[config.mk]
export PLATFORM = sky130hd
export DESIGN_NAME = mode_desk_ctrl
export DESIGN_NICKNAME = d
export VERILOG_FILES = /design/src/rtl/mode_desk_pkg.sv /design/src/rtl/btn_debounce.sv /design/src/rtl/mode_desk_ctrl.sv
export SDC_FILE = /design/constraint.sdc
export NUM_CORES = 1
export LEC_CHECK = 0
export ABC_AREA = 1
export ABC_CLOCK_PERIOD_IN_PS = 2400
export BUFFER_PORTS_ARGS = -buffer_cell sky130_fd_sc_hd__buf_2
export CAP_MARGIN = 20
export CELL_PAD_IN_SITES_DETAIL_PLACEMENT = 1
export CELL_PAD_IN_SITES_GLOBAL_PLACEMENT = 1
export CORE_MARGIN = 10
export CORE_UTILIZATION = 40
export DETAILED_ROUTE_END_ITERATION = 16
export PLACE_DENSITY_LB_ADDON = 0.1
export SYNTH_ARGS = -nofsm -noshare
export SYNTH_HDL_FRONTEND = slang
export SYNTH_SLANG_ARGS = --single-unit
[constraint.sdc]
create_clock -name clk -period 2.4 [get_ports clk]
set_clock_uncertainty 0.1 [all_clocks]
set_input_delay 0.48 -clock clk [delete_from_list [all_inputs] [get_ports clk]]
set_output_delay 0.48 -clock clk [all_outputs]
set_load 0.01 [all_outputs]
[src/rtl/mode_desk_pkg.sv]
// Shared constants and types for the organ-desk mode controller.
// Mode indices name the four operating modes; bus widths size the per-mode slices.
package mode_desk_pkg;

    localparam int unsigned MODE_SELECT = 0;
    localparam int unsigned MODE_FREE   = 1;
    localparam int unsigned MODE_AUTO   = 2;
    localparam int unsigned MODE_STUDY  = 3;

    localparam int unsigned AN_W  = 4;
    localparam int unsigned SEG_W = 7;
    localparam int unsigned LED_W = 7;

    // One mode's worth of board-facing outputs.
    typedef struct packed {
        logic             pwm;
        logic [AN_W-1:0]  an;
        logic [SEG_W-1:0] light;
        logic [LED_W-1:0] ledlight;
    } out_bus_t;

    // Index width for a count of n items, never narrower than one bit.
    function automatic int unsigned idx_width(input int unsigned n);
        return (n > 1) ? $clog2(n) : 1;
    endfunction

endpackage

[src/rtl/btn_debounce.sv]
// Single-button debouncer: 2-FF synchroniser, hold counter, stable level and
// a one-cycle press pulse on each accepted 0->1 transition.
module btn_debounce #(
    parameter int unsigned CYCLES = 2000000
) (
    input  logic clk,
    input  logic reset,
    input  logic raw,
    output logic press
);

    localparam int unsigned CNT_W = $clog2(CYCLES + 1);

    logic             sync1;
    logic             sync2;
    logic             level;
    logic [CNT_W-1:0] cnt;

    always_ff @(posedge clk) begin
        if (reset) begin
            sync1 <= 1'b0;
            sync2 <= 1'b0;
            level <= 1'b0;
            cnt   <= '0;
            press <= 1'b0;
        end else begin
            sync1 <= raw;
            sync2 <= sync1;
            press <= 1'b0;
            // Level flips on the CYCLES-th consecutive differing sample.
            if (sync2 != level) begin
                if (cnt == CNT_W'(CYCLES - 1)) begin
                    level <= sync2;
                    cnt   <= '0;
                    press <= sync2;
                end else begin
                    cnt <= cnt + 1'b1;
                end
            end else begin
                cnt <= '0;
            end
        end
    end

endmodule

[src/rtl/mode_desk_ctrl.sv]
// Organ-desk mode controller: debounced buttons step through enabled modes,
// pick a song in the song mode, and register the active mode's board buses.
module mode_desk_ctrl
    import mode_desk_pkg::*;
#(
    parameter int unsigned NUM_MODES       = 4,
    parameter int unsigned NUM_SONGS       = 3,
    parameter int unsigned SONG_MODE       = MODE_AUTO,
    parameter int unsigned DEBOUNCE_CYCLES = 2000000,
    localparam int unsigned MODE_W         = idx_width(NUM_MODES),
    localparam int unsigned SONG_W         = idx_width(NUM_SONGS)
) (
    input  logic                        clk,
    input  logic                        reset,
    input  logic                        left,
    input  logic                        right,
    input  logic                        up,
    input  logic                        down,
    input  logic [NUM_MODES-1:0]        mode_en,
    input  logic [NUM_MODES-1:0]        mode_pwm,
    input  logic [AN_W*NUM_MODES-1:0]   mode_an,
    input  logic [SEG_W*NUM_MODES-1:0]  mode_light,
    input  logic [LED_W*NUM_MODES-1:0]  mode_ledlight,
    output logic                        pwm,
    output logic [AN_W-1:0]             an,
    output logic [SEG_W-1:0]            light,
    output logic [LED_W-1:0]            ledlight,
    output logic [MODE_W-1:0]           mode,
    output logic [SONG_W-1:0]           song_sel,
    output logic                        mode_chg,
    output logic                        song_chg
);

    logic [3:0] raw;
    logic [3:0] press;
    logic       left_p, right_p, up_p, down_p;

    assign raw = {down, up, right, left};

    for (genvar g = 0; g < 4; g++) begin : g_btn
        btn_debounce #(.CYCLES(DEBOUNCE_CYCLES)) u_btn (
            .clk   (clk),
            .reset (reset),
            .raw   (raw[g]),
            .press (press[g])
        );
    end

    assign left_p  = press[0];
    assign right_p = press[1];
    assign up_p    = press[2];
    assign down_p  = press[3];

    function automatic logic [MODE_W-1:0] wrap_mode(input int v);
        return MODE_W'((v >= int'(NUM_MODES)) ? v - int'(NUM_MODES) : v);
    endfunction

    logic [NUM_MODES-1:0]   en_eff;
    logic [NUM_MODES-2:0]   rot;
    logic                   up_found, dn_found;
    logic [MODE_W-1:0]      up_idx, dn_idx;
    logic [MODE_W-1:0]      mode_nxt;
    logic                   mode_chg_nxt;
    logic [SONG_W-1:0]      song_nxt;
    logic                   song_chg_nxt;
    out_bus_t               sel_bus;
    out_bus_t               out_q;

    // rot[k] is the enable of mode (mode+1+k) mod NUM_MODES, so the upward
    // search scans rot from the bottom and the downward search from the top.
    always_comb begin
        en_eff   = mode_en | NUM_MODES'(1);
        rot      = (NUM_MODES-1)'({en_eff, en_eff} >> (int'(mode) + 1));
        up_found = 1'b0;
        dn_found = 1'b0;
        up_idx   = mode;
        dn_idx   = mode;
        for (int k = 0; k < int'(NUM_MODES) - 1; k++) begin
            if (!up_found && rot[k]) begin
                up_found = 1'b1;
                up_idx   = wrap_mode(int'(mode) + 1 + k);
            end
            if (!dn_found && rot[int'(NUM_MODES) - 2 - k]) begin
                dn_found = 1'b1;
                dn_idx   = wrap_mode(int'(mode) + int'(NUM_MODES) - 1 - k);
            end
        end
    end

    always_comb begin
        mode_nxt     = mode;
        mode_chg_nxt = 1'b0;
        if (right_p && !left_p && up_found) begin
            mode_nxt     = up_idx;
            mode_chg_nxt = 1'b1;
        end else if (left_p && !right_p && dn_found) begin
            mode_nxt     = dn_idx;
            mode_chg_nxt = 1'b1;
        end
    end

    // Song keys are judged against the registered mode, before any same-cycle mode step.
    always_comb begin
        song_nxt     = song_sel;
        song_chg_nxt = 1'b0;
        if (mode == MODE_W'(SONG_MODE) && (up_p ^ down_p)) begin
            song_chg_nxt = 1'b1;
            if (up_p) begin
                song_nxt = (song_sel == SONG_W'(NUM_SONGS - 1)) ? '0 : song_sel + 1'b1;
            end else begin
                song_nxt = (song_sel == '0) ? SONG_W'(NUM_SONGS - 1) : song_sel - 1'b1;
            end
        end
    end

    always_comb begin
        sel_bus = '0;
        for (int i = 0; i < int'(NUM_MODES); i++) begin
            if (mode == MODE_W'(i)) begin
                sel_bus.pwm      = mode_pwm[i];
                sel_bus.an       = mode_an[i*AN_W +: AN_W];
                sel_bus.light    = mode_light[i*SEG_W +: SEG_W];
                sel_bus.ledlight = mode_ledlight[i*LED_W +: LED_W];
            end
        end
    end

    always_ff @(posedge clk) begin
        if (reset) begin
            mode     <= '0;
            mode_chg <= 1'b0;
            song_sel <= '0;
            song_chg <= 1'b0;
            out_q    <= '0;
        end else begin
            mode     <= mode_nxt;
            mode_chg <= mode_chg_nxt;
            song_sel <= song_nxt;
            song_chg <= song_chg_nxt;
            out_q    <= sel_bus;
        end
    end

    assign pwm      = out_q.pwm;
    assign an       = out_q.an;
    assign light    = out_q.light;
    assign ledlight = out_q.ledlight;

endmodule
# ---- Word level (Yosys, flattened, before mapping)
# Index checks and enable logic that the tools add are counted.
dict set report op_classes {
  add_sub_neg 19
  order_cmp 6
  eq_ne 13
  shifts 1
  mux 30
  bitwise 9
  reduce_logical 32
}
# cell count
set ops {}
lappend ops {{$add A21 B1 Y21 const B} 4}
lappend ops {{$eq A21 B21 Y1 const B} 4}
lappend ops {{$mux W19} 4}
lappend ops {{$mux W2} 17}
lappend ops {{$reduce_or A3 Y1} 8}
lappend ops {{$sub A2 B1 Y2 const B} 7}
lappend ops {{$ge A6 B4 Y1 const B} 2}
lappend ops {{$logic_and A1 B1 Y1} 9}
lappend ops {{$mux W1} 9}
lappend ops {{$ge A4 B3 Y1 const B} 2}
lappend ops {{$not A1 Y1} 8}
lappend ops {{$reduce_and A2 Y1} 4}
lappend ops {{$shr A8 B3 Y3} 1}
lappend ops {{$eq A2 B2 Y1 const B} 3}
lappend ops {{$logic_not A1 Y1} 6}
lappend ops {{$sub A5 B2 Y6 const B} 1}
lappend ops {{$sub A5 B3 Y6 const B} 1}
lappend ops {{$ge A5 B4 Y1 const B} 1}
lappend ops {{$sub A4 B1 Y5 const B} 1}
lappend ops {{$add A2 B3 Y4 const B} 1}
lappend ops {{$add A3 B1 Y4 const B} 1}
lappend ops {{$add A3 B2 Y4 const B} 1}
lappend ops {{$logic_not A2 Y1} 2}
lappend ops {{$ne A1 B1 Y1} 4}
lappend ops {{9 further kinds} 9}
dict set report totals {
  reg_bits 125
  in_bits 86
  output_inout_bits 25
  word_cells 138
}

# ---- Logic depth before layout (Yosys ltp)
# Gate-level depths: netlist of the first run.
dict set report logic_depth {
  depth_word 12
  depth_mapped 12
  depth_no_buf 11
}

# ---- Hierarchy
# A second synthesis of the first run with hierarchy kept.
dict set report hier_totals {
  cells_unflattened 908
  area_unflattened_um2 6745.2
}
# mod instances cells_each area_each_um2 seq_area_each_um2
set modules_own_cells {}
lappend modules_own_cells {btn_debounce 4 171 1308.8 500.5}
lappend modules_own_cells {mode_desk_ctrl 1 224 1510.2 500.5}

# ---- Worst setup path before layout of the first run
# OpenSTA, ideal clock, no wires.
dict set report synth_path {
  path_type {register to register}
  start {register mode[0]}
  end {register out_q (netlist bit an[3])}
  setup_time_ps 128
  t_arrival_ps 1561
  required_time_ps 2172
  path_slack_ps 610
  stages_incl_launch_ff 9
  path_buffers 2
  synth_period_minus_slack_ps 1790
  path_cell_list {dfxtp_1 -> clkbuf_2 -> inv_1 -> ha_1 -> clkinv_1 -> clkbuf_1 -> nand3_1 -> o21ai_0 -> a21oi_1}
}
dict set report synth_via {
  elab_chain_cells 5
  word_cells_on_any_way 8
  cone_classes {3 x eq/ne; 4 x mux; 1 x reduce/logical}
}
# item line_no
set synth_lines {}
lappend synth_lines {{start: declaration} mode_desk_ctrl.sv:28} ;# output logic [MODE_W-1:0] mode,
lappend synth_lines {{start signal: assignment} mode_desk_ctrl.sv:136} ;# mode <= mode_nxt;
lappend synth_lines {{$logic_not A2 Y1} mode_desk_ctrl.sv:119} ;# if (mode == MODE_W'(i)) begin
lappend synth_lines {{$mux W19 (3 in a row)} mode_desk_ctrl.sv:119}
lappend synth_lines {{$mux W19 (*)} mode_desk_ctrl.sv:119}
lappend synth_lines {{end signal: assignment} mode_desk_ctrl.sv:140} ;# out_q <= sel_bus;
lappend synth_lines {{end: declaration} mode_desk_ctrl.sv:67} ;# out_bus_t out_q;
# Every way passes the cells marked *; elsewhere a longest branch is shown, timed or not.
# A chain may end at the register's enable or synchronous reset.

# ---- Worst setup path in the final report of the first run
dict set report layout_path {
  start {register mode[0]}
  end {register out_q (netlist bit ledlight[1])}
}
# Same word-level chain as after synthesis.

==> results of run 1 <==
==> synthesized netlist by cell type (2+ instances only) <==
cell	number
dfxtp_1	125
buf_6	2
o211ai_1	5
a21oi_1	67
nand3_2	3
xor2_1	19
inv_2	5
nand4_1	22
or2_2	11
clkinv_1	3
nor3_1	37
nand3b_1	9
nor3_4	2
nor3_2	10
xnor2_1	10
inv_1	96
or2_0	4
ha_1	11
nand3_1	76
o21ai_0	46
nor4_1	7
buf_4	4
buf_2	3
nor2_2	9
nor3b_1	3
nand2_2	11
clkbuf_1	12
nand2_1	153
nor2_4	5
nor2_1	114
nand2_4	2
==> layer usage <==
layer  wire length, µm  global-route usage, %  vias to the layer above
met5                 0                      0                        -
met4               133                   4.55                        0
met3               755                   4.73                       10
met2              8470                   29.1                      119
met1              8700                   21.2                     2831
li1                  -                      -                     3164
==> power by group <==
group / internal, mW / switching, mW / total [mW]
clock: 1.65 / 0.908 / 2.56
sequential: 2.10 / 0.00916 / 2.11
combinational: 0.0927 / 0.0965 / 0.189
==> worst max path at each step <==
stage               cells past startpoint                      to
finish                                  5             ledlight[1]
global route                            5                light[3]
CTS                                     7  g_btn[1].u_btn.cnt[15]
detailed placement                      9  g_btn[0].u_btn.cnt[12]
global placement                        9  g_btn[0].u_btn.cnt[20]
floorplan                               8                   an[3]
==> per-stage QoR <==
step / std cells / cell area (µm²)
final: 1239 / 7760
after global routing: 1238 / 7750
after CTS: 1238 / 7750
after detailed placement: 1207 / 7170
after global placement: 1207 / 7170
after floorplan: 894 / 6380
==> critical path: stages (launching register included) <==
cell and delay (ps):
dfxtp_1 560, ha_1 250, clkinv_1 290, buf_4 330, o21ai_0 180, a21oi_1 60
==> cell type report <==
cell class	count	area (µm²)	area share [%]
multi-input combinational	642	3360	43.4
inverter	104	390	5.03
clock inverter	6	82.6	1.06
antenna	1	2.50	0.0323
tap	216	270	3.48
clock buffer	25	505	6.52
sequential	125	2500	32.3
timing repair buffer	120	641	8.26
==> logic make-up after synthesis <==
kind of cell	after synthesis	synth area share, %
XOR/XNOR	29	3.98
buffers and inverters	127	8.02
AND/OR/NAND/NOR	482	36.9
AO/OA/AOI/OAI	120	9.71
flip-flops	125	39.2
adder cells (fa/ha/maj)	11	2.16
==> flip-flops by register name (all words and copies together), names as in the netlist <==
name and count:
pwm 1, g_btn.u_btn.sync2 4, g_btn.u_btn.press 4, mode_chg 1, g_btn.u_btn.cnt 84, g_btn.u_btn.level 4
mode 2, light 7, song_chg 1, ledlight 7, g_btn.u_btn.sync1 4, an 4
song_sel 2
==> results.yml, run 1 <==
global_route:
  initial_antenna_violation_count: 0
  grt_pass1_wl_mm: 30.8
  grt_start_max_net_pins: 38
  grt_util_all_layers_pct: 17.3
  globalRoute.totalOverflow: 0
  first_global_vias: 6353
worst_setup_path:
  cp_max_fo: 24
  worst_ep_arrival_time_ps: 2090
  regToRegEndpoint: "ledlight[1]"
  cp.required_ps: 2600
  worst_setup_path_end_kind: "flip-flop"
  crit_type: "flip-flop to flip-flop"
  r2r_setup_slack_ps: 510
  crit_path_launch_type: "flip-flop"
  worst_setup_path_startpoint: "mode[0]"
  timing.reg2reg.worst_path_depth: 5
  crit-reg2reg-launch: "mode[0]"
clock_network:
  cts_root_buffer: "clkbuf_16"
  cts_tree: "yes"
  clkSinkCount: 125
  postCtsHoldBufs: 0
  post_cts_resize_count: 0
  cts_max_path_buffers: 2
  worst_setup_hold_path_clk_slew_ps: 60
  h-tree-depth: 4
  post-cts-setup-buffers: 0
  tritoncts.num_buffers: 17
  worst_skew_pair_latency_ps: 420
power_and_ir_drop:
  power_density_mw_per_mm2: 627
  design_power_total_mw: 4.86
  peakVddDrop_v: 0.000523
  static_leak_nw: 2.96
timing:
  setup_tns_ps: 0
  rsz0062_at_grt: "false"
  tightest_slew_ps: 425
  layout_setup_ws_ps: 514
  finalHoldWorstSlack_ps: 154
  fmax_ghz: 0.530
  min_period_ps: 1890
  number_of_max_slew_violations_in_the_final_report: 0
  finalSetupViolCount: 0
  hold_violations: 0
  worst_slew_margin_rel_pct: 71.7
  fin_crit_sh_pct: 78.6
detailed_routing:
  drt.antenna.violating_nets: 0
  via_per_inst: 4.94
  remaining_drcs: 0
  initialDrtViolationCount: 305
  avgRoutedWirePerCell_um: 14.6
  first_pass_iters: 4
  postRouteWirelength_mm: 18.1
  vias: 6124
logic_synthesis:
  synth_async_sr_flop_share_pct: 0
  post_synth_num_cell_types: 39
  synth_warnings: 0
  postSynthAreaPerCell_um2: 7.13
  synth_edf_count: 0
  synth.largest_area_cell: "dfxtp_1"
  synth.cell_area_mm2: 0.00638
  synth_sequential_area_ratio_pct: 39.2
  synth_fp_nets: 991
  ys.flop_type: "dfxtp_1"
  ys_top_cells_by_area: "dfxtp_1 (39%), nand2_1 (9.0%), nor2_1 (6.7%)"
  synth_top_area_share_pct: 39.2
  synthesis.instances: 894
  synth.ff_latch_count: 125
die:
  die_y_um: 146
  number_of_rows_created_at_floorplan: 46
  floorplan.die.width_um: 146
  num_io_pins: 111
  initial_utilization_pct: 40.4
  coreArea_mm2: 0.0158
  design.die.area_mm2: 0.0214
cells_and_area:
  final_net_count: 1107
  final_util_pct: 49.2
  final_common_cell: "nand2_1"
  fillers: 2095
  area.growth.synth_to_final_pct: 21.6
  post_route_cells_drive_above_1_share_pct: 20.5
  layout_common_cells: "nand2_1 (153), dfxtp_1 (125), nor2_1 (114)"
hold_path:
  whs_path_depth: 3
  hold_class: "input port to flip-flop"
  timing.hold.worst_endpoint: "g_btn[0].u_btn.sync1"
  hp-start: "left"
placement:
  pre_cts_slack_ps: 525
  place_hpwl_mm: 13.4
  portBuffers: 109
  gpl.final_weighted_congestion: 0.807
flow_run:
  drv.max_cap_violation_count: 0
run_status:
  run_status: "finished, final reports clean"
Note: power is estimated with default switching activity, not from simulation.
==> inputs of run 2 (changes only) <==
--- a/config.mk
+++ b/config.mk
@@ -6,13 +6,13 @@
 export NUM_CORES = 1
 export LEC_CHECK = 0
 export ABC_AREA = 1
-export ABC_CLOCK_PERIOD_IN_PS = 2400
+export ABC_CLOCK_PERIOD_IN_PS = 1700
 export BUFFER_PORTS_ARGS = -buffer_cell sky130_fd_sc_hd__buf_2
 export CAP_MARGIN = 20
 export CELL_PAD_IN_SITES_DETAIL_PLACEMENT = 1
 export CELL_PAD_IN_SITES_GLOBAL_PLACEMENT = 1
 export CORE_MARGIN = 10
-export CORE_UTILIZATION = 40
+export CORE_UTILIZATION = 36
 export DETAILED_ROUTE_END_ITERATION = 16
 export PLACE_DENSITY_LB_ADDON = 0.1
 export SYNTH_ARGS = -nofsm -noshare
==> constraint.sdc (replaced) <==
create_clock -name clk -period 1.7 [get_ports clk]
set_clock_uncertainty 0.1 [all_clocks]
set_input_delay 0.34 -clock clk [delete_from_list [all_inputs] [get_ports clk]]
set_output_delay 0.34 -clock clk [all_outputs]
set_load 0.01 [all_outputs]
==> run 2 against run 1 <==
Compared with the run above: wire length grew 4.2%; die area increased by 9.6%; sequential power grew 41%; global-route usage shrank 1.9 points; maximum frequency grew 11%; sequential share of layout area shrank 2.0 points; clock power increased by 30%; largest power group unchanged.
==> results.yml, run 2 (synthesized netlist as in run 1, its figures left out) <==
timing:
  rsz0062_at_grt: "true"
  tightest_slew_ps: 476
  hold_violations: 0
  worst_slew_margin_rel_pct: 68.1
  finalSetupViolCount: 0
  setup_tns_ps: 0
  number_of_max_slew_violations_in_the_final_report: 0
  min_period_ps: 1700
  finalHoldWorstSlack_ps: 35.3
  fin_crit_sh_pct: 99.8
  fmax_ghz: 0.589
die:
  die_y_um: 153
  coreArea_mm2: 0.0174
  floorplan.die.width_um: 153
  number_of_rows_created_at_floorplan: 48
  initial_utilization_pct: 36.7
  design.die.area_mm2: 0.0234
  num_io_pins: 111
cells_and_area:
  register_with_the_most_flip_flops: "g_btn.u_btn.cnt"
  area.growth.synth_to_final_pct: 30.4
  post_route_cells_drive_above_1_share_pct: 27.2
  antenna_cells: 0
  layout_common_cells: "nand2_1 (148), dfxtp_1 (114), nor2_1 (110)"
  final_util_pct: 47.9
  final_net_count: 1153
  number_of_flip_flops_in_the_largest_register: 84
  final_common_cell: "nand2_1"
  fillers: 2232
flow_run:
  drv.max_cap_violation_count: 0
worst_setup_path:
  critical_path.cell_chain: "ha_4 > nand2_4 > nor2_4 > inv_2 > nor2_4 > nand4_4 > or2_0 > a21oi_1"
  crit_type: "flip-flop to flip-flop"
  cp.required_ps: 1940
  timing.critical_path.slowest_stage_cell: "dfxtp_2"
  biggest_cell_delay_along_the_critical_path_ps: 350
  worst_ep_arrival_time_ps: 1940
  worst_path_buffer_plus_inverter_count: 1
  cp_top_family: "simple AND/OR/NAND/NOR gates"
  worst_path_most_repeated_cell: "nor2_4"
  worst_setup_path_end_kind: "flip-flop"
  crit_path_launch_type: "flip-flop"
  cp_max_fo: 6
power_and_ir_drop:
  peakVddDrop_v: 0.000661
  static_leak_nw: 3.32
  power_density_mw_per_mm2: 795
global_route:
  grt_start_max_net_pins: 24
  groute.layer.met2.usage_pct: 24.7
  grt_pass1_wl_mm: 30.7
  initial_antenna_violation_count: 0
  first_global_vias: 6334
  globalRoute.totalOverflow: 0
  grt_util_all_layers_pct: 15.4
  met3_usage_pct: 3.56
  groute.layer.met1.usage_pct: 19.9
  grt.busiest_layer: "met2"
detailed_routing:
  first_pass_iters: 4
  vias: 6332
  avgRoutedWirePerCell_um: 14.6
  via_per_inst: 4.90
  postRouteWirelength_mm: 18.8
  drt.antenna.violating_nets: 0
  initialDrtViolationCount: 175
  remaining_drcs: 0
hold_path:
  hold_class: "input port to flip-flop"
clock_network:
  h-tree-depth: 4
  cts_max_path_buffers: 2
  cts_root_buffer: "clkbuf_16"
  clkSinkCount: 125
  worst_setup_hold_path_clk_slew_ps: 50
  cts_tree: "yes"
  tritoncts.num_buffers: 17
  worst_skew_pair_latency_ps: 410
placement:
  gpl.final_weighted_congestion: 0.802
  place_hpwl_mm: 14.2
  portBuffers: 109
run_status:
  run_status: "finished, final reports clean"
## run 2: cell count changes in the layout (fill, tap and decap cells not counted), moves of 4 or more
cell,change
buf_12,+4
buf_4,+40
dfxtp_1,-11
dfxtp_2,+11
nand2_1,-5
nor2_1,-4
nor2_4,+4
nor3_1,-5
nor3_4,+4
o21ai_0,-5
o21ai_1,+5
## run 2: cell type report
class	count	area [µm²]	share of cell area, %
clock buffer	21	460	5.54
clock inverter	8	70.1	0.842
inverter	104	390	4.69
multi-input combinational	642	3550	42.7
sequential	125	2520	30.3
tap	225	282	3.38
timing repair buffer	166	1050	12.6
## run 2: per-stage QoR
step	worst slack, ps	instance area, µm²	std cells	total power [mW]
finish	2.88	8320	1291	6.61
global route	-101	8320	1291	6.88
CTS	4.22	8050	1283	6.71
detailed placement	-3.66	7510	1254	3.33
global placement	39.6	7510	1254	3.32
floorplan	37.9	6390	894	3.16
## run 2: report_power, final
part	switching (mW)	total [mW]	internal [mW]
logic	0.144	0.289	0.145
registers	0.0123	2.98	2.97
clock network	1.30	3.34	2.05
total	1.45	6.61	5.16
## run 2: what timing repair did
item | 4_1_cts | 5_1_grt
pin swaps | 0 | 16
gates resized for setup | 1 | 59
hold endpoints to repair | 0 | 0
endpoints found under the setup margin | 4 | 77
setup buffers | 0 | 8
hold buffers | 0 | 0
## run 2: routing by layer
layer | vias to the layer above | part of all wire [%]
met5 | - | 0
li1 | 3248 | -
met2 | 128 | 46
met3 | 18 | 4.4
met1 | 2938 | 48
met4 | 0 | 1.3
## run 2: final timing paths
path	from	end	slack [ps]	cells past startpoint
worst max-delay path	g_btn[2].u_btn.cnt[1]	g_btn[2].u_btn.level	3	8
worst min register to register	g_btn[2].u_btn.sync1	g_btn[2].u_btn.sync2	300	2
worst min-delay path	left	g_btn[0].u_btn.sync1	40	3
worst max register to register	g_btn[2].u_btn.cnt[1]	g_btn[2].u_btn.level	3	8
## run 2: tightest hold or removal path, delay by kind of cell
kind | cells | cell delay (ps)
buffers and inverters | 2 | 110
AND/OR/NAND/NOR | 1 | 60
==> inputs of run 3 (changes only) <==
--- a/config.mk
+++ b/config.mk
@@ -9,12 +9,10 @@
 export ABC_CLOCK_PERIOD_IN_PS = 1700
 export BUFFER_PORTS_ARGS = -buffer_cell sky130_fd_sc_hd__buf_2
 export CAP_MARGIN = 20
-export CELL_PAD_IN_SITES_DETAIL_PLACEMENT = 1
-export CELL_PAD_IN_SITES_GLOBAL_PLACEMENT = 1
 export CORE_MARGIN = 10
-export CORE_UTILIZATION = 36
+export CORE_UTILIZATION = 45
 export DETAILED_ROUTE_END_ITERATION = 16
-export PLACE_DENSITY_LB_ADDON = 0.1
+export PLACE_DENSITY = 0.69
 export SYNTH_ARGS = -nofsm -noshare
 export SYNTH_HDL_FRONTEND = slang
 export SYNTH_SLANG_ARGS = --single-unit
==> run 3 against run 2 <==
Compared with the run above: design area is 2.4% lower; critical endpoint unchanged; setup slack better by 28 ps; wire length is 15% lower; highest routed layer unchanged; combinational power hardly changed; via count is 2.7% lower; largest cell class unchanged; core utilization is 11 points higher.
==> results.yml, run 3 (synthesized netlist as in run 1, its figures left out) <==
die:
  num_io_pins: 111
  design.die.area_mm2: 0.0193
  initial_utilization_pct: 45.9
  number_of_rows_created_at_floorplan: 43
  floorplan.die.width_um: 139
  die_y_um: 139
  coreArea_mm2: 0.0139
placement:
  placedInstanceArea_mm2: 0.00736
  pre_cts_slack_ps: 42.6
  gpl.final_weighted_congestion: 0.859
  place_hpwl_mm: 11.9
  portBuffers: 109
timing:
  layout_setup_ws_ps: 30.7
  tightest_slew_ps: 444
  rsz0062_at_grt: "true"
  number_of_max_slew_violations_in_the_final_report: 0
  fmax_ghz: 0.599
  finalHoldWorstSlack_ps: 28.7
  worst_slew_margin_rel_pct: 70.3
  fin_crit_sh_pct: 98.2
  hold_violations: 0
  min_period_ps: 1670
  finalSetupViolCount: 0
cells_and_area:
  register_area_mm2: 0.00251
  antenna_cells: 0
  post_route_cells_drive_above_1_share_pct: 25.3
  final_util_pct: 58.5
  final_common_cell: "nand2_1"
  register_with_the_most_flip_flops: "g_btn.u_btn.cnt"
  fillers: 1294
  final_net_count: 1137
  area.growth.synth_to_final_pct: 27.3
  multiInputGateArea_mm2: 0.00346
  finish.instance_area_mm2: 0.00812
  layout_common_cells: "nand2_1 (149), dfxtp_1 (119), nor2_1 (112)"
  number_of_flip_flops_in_the_largest_register: 84
worst_setup_path:
  timing.critical_path.slowest_stage_cell: "dfxtp_2"
  biggest_cell_delay_along_the_critical_path_ps: 350
  timing.reg2reg.worst_path_depth: 8
  crit_path_launch_type: "flip-flop"
  worst_path_most_repeated_cell: "nor2_4"
  worst_setup_path_end_kind: "flip-flop"
  worst_ep_arrival_time_ps: 1920
  cp.required_ps: 1950
  cp_max_fo: 5
  crit_type: "flip-flop to flip-flop"
  crit-reg2reg-launch: "g_btn[2].u_btn.cnt[1]"
  r2r_setup_slack_ps: 30
  cp_num_cells: 8
  regToRegEndpoint: "g_btn[2].u_btn.level"
  cp_top_family: "simple AND/OR/NAND/NOR gates"
  critical_path.cell_chain: "ha_4 > nand2_4 > nor2_4 > inv_2 > nor2_4 > nand4_4 > or2_0 > a21oi_1"
  worst_path_buffer_plus_inverter_count: 1
hold_path:
  hold_class: "input port to flip-flop"
  hp-start: "left"
  whs_path_depth: 3
  timing.hold.worst_endpoint: "g_btn[0].u_btn.sync1"
clock_network:
  tritoncts.num_buffers: 17
  postCtsHoldBufs: 0
  cts_root_buffer: "clkbuf_16"
  worst_setup_hold_path_clk_slew_ps: 60
  clkSinkCount: 125
  h-tree-depth: 4
  worst_skew_pair_latency_ps: 420
  cts_max_path_buffers: 2
  cts_tree: "yes"
global_route:
  globalRoute.totalOverflow: 0
  first_global_vias: 5834
  grt_util_all_layers_pct: 16.2
  grt_start_max_net_pins: 37
  initial_antenna_violation_count: 0
  grt_pass1_wl_mm: 27.0
power_and_ir_drop:
  power_density_mw_per_mm2: 854
  peakVddDrop_v: 0.000744
  static_leak_nw: 3.21
detailed_routing:
  drt.antenna.violating_nets: 0
  remaining_drcs: 0
  vias: 6159
  initialDrtViolationCount: 337
  postRouteWirelength_mm: 15.9
  avgRoutedWirePerCell_um: 12.9
  via_per_inst: 5.00
  first_pass_iters: 7
run_status:
  run_status: "finished, final reports clean"
flow_run:
  drv.max_cap_violation_count: 0
[run 3: cell count changes in the layout (fill, tap and decap cells not counted), moves of 3 or more]
cell | before | now
o21ai_0 | 41 | 46
nor3_1 | 32 | 35
o21ai_1 | 5 | 0
dfxtp_1 | 114 | 119
dfxtp_2 | 11 | 6
buf_4 | 50 | 35
[run 3: cell type report]
class | instances | area share (%)
Clock inverter | 12 | 1.77
Inverter | 104 | 4.81
Multi-Input combinational cell | 642 | 42.7
Clock buffer | 20 | 5.63
Sequential cell | 125 | 30.9
Tap cell | 180 | 2.77
Timing Repair Buffer | 150 | 11.4
[run 3: per-stage QoR]
step / setup TNS (ps) / std cells / power [mW]
after floorplan: 0 / 894 / 3.16
final: 0 / 1233 / 6.93
after CTS: 0 / 1226 / 7.02
after detailed placement: 0 / 1194 / 3.33
after global placement: 0 / 1194 / 3.32
after global routing: -161 / 1233 / 7.20
[run 3: worst max-delay path by stage]
| stage | from | end | slack [ps] |
|---|---|---|---|
| finish | g_btn[2].u_btn.cnt[1] | g_btn[2].u_btn.level | 30 |
| global route | g_btn[1].u_btn.cnt[6] | g_btn[1].u_btn.cnt[16] | -60 |
| CTS | g_btn[2].u_btn.cnt[0] | g_btn[2].u_btn.cnt[14] | 30 |
| detailed placement | g_btn[1].u_btn.cnt[0] | g_btn[1].u_btn.cnt[15] | 40 |
| global placement | g_btn[2].u_btn.cnt[0] | g_btn[2].u_btn.cnt[14] | 60 |
| floorplan | mode[0] | an[0] | 40 |
[run 3: power by group]
group	switching, mW	internal (mW)
sequential	0.0117	2.97
combinational	0.140	0.147
clock	1.30	2.36
[run 3: layer usage]
| layer | GRT usage [%] | vias up | routed length (µm) |
|---|---|---|---|
| met5 | 0 | - | 0 |
| met4 | 5.05 | 0 | 144 |
| met3 | 5.14 | 10 | 1050 |
| met2 | 25.9 | 163 | 7150 |
| met1 | 20.3 | 2763 | 7570 |
| li1 | - | 3223 | - |
[run 3: worst min-delay path: cells and delay by family]
kind,cells,cell delay [ps]
and+or+nand+nor,1,60
buffers and inverters,2,110
[run 3: timing repair]
item | in CTS | in global routing
gates resized for setup | 0 | 32
endpoints found under the setup margin | 0 | 84
setup buffers | 0 | 7
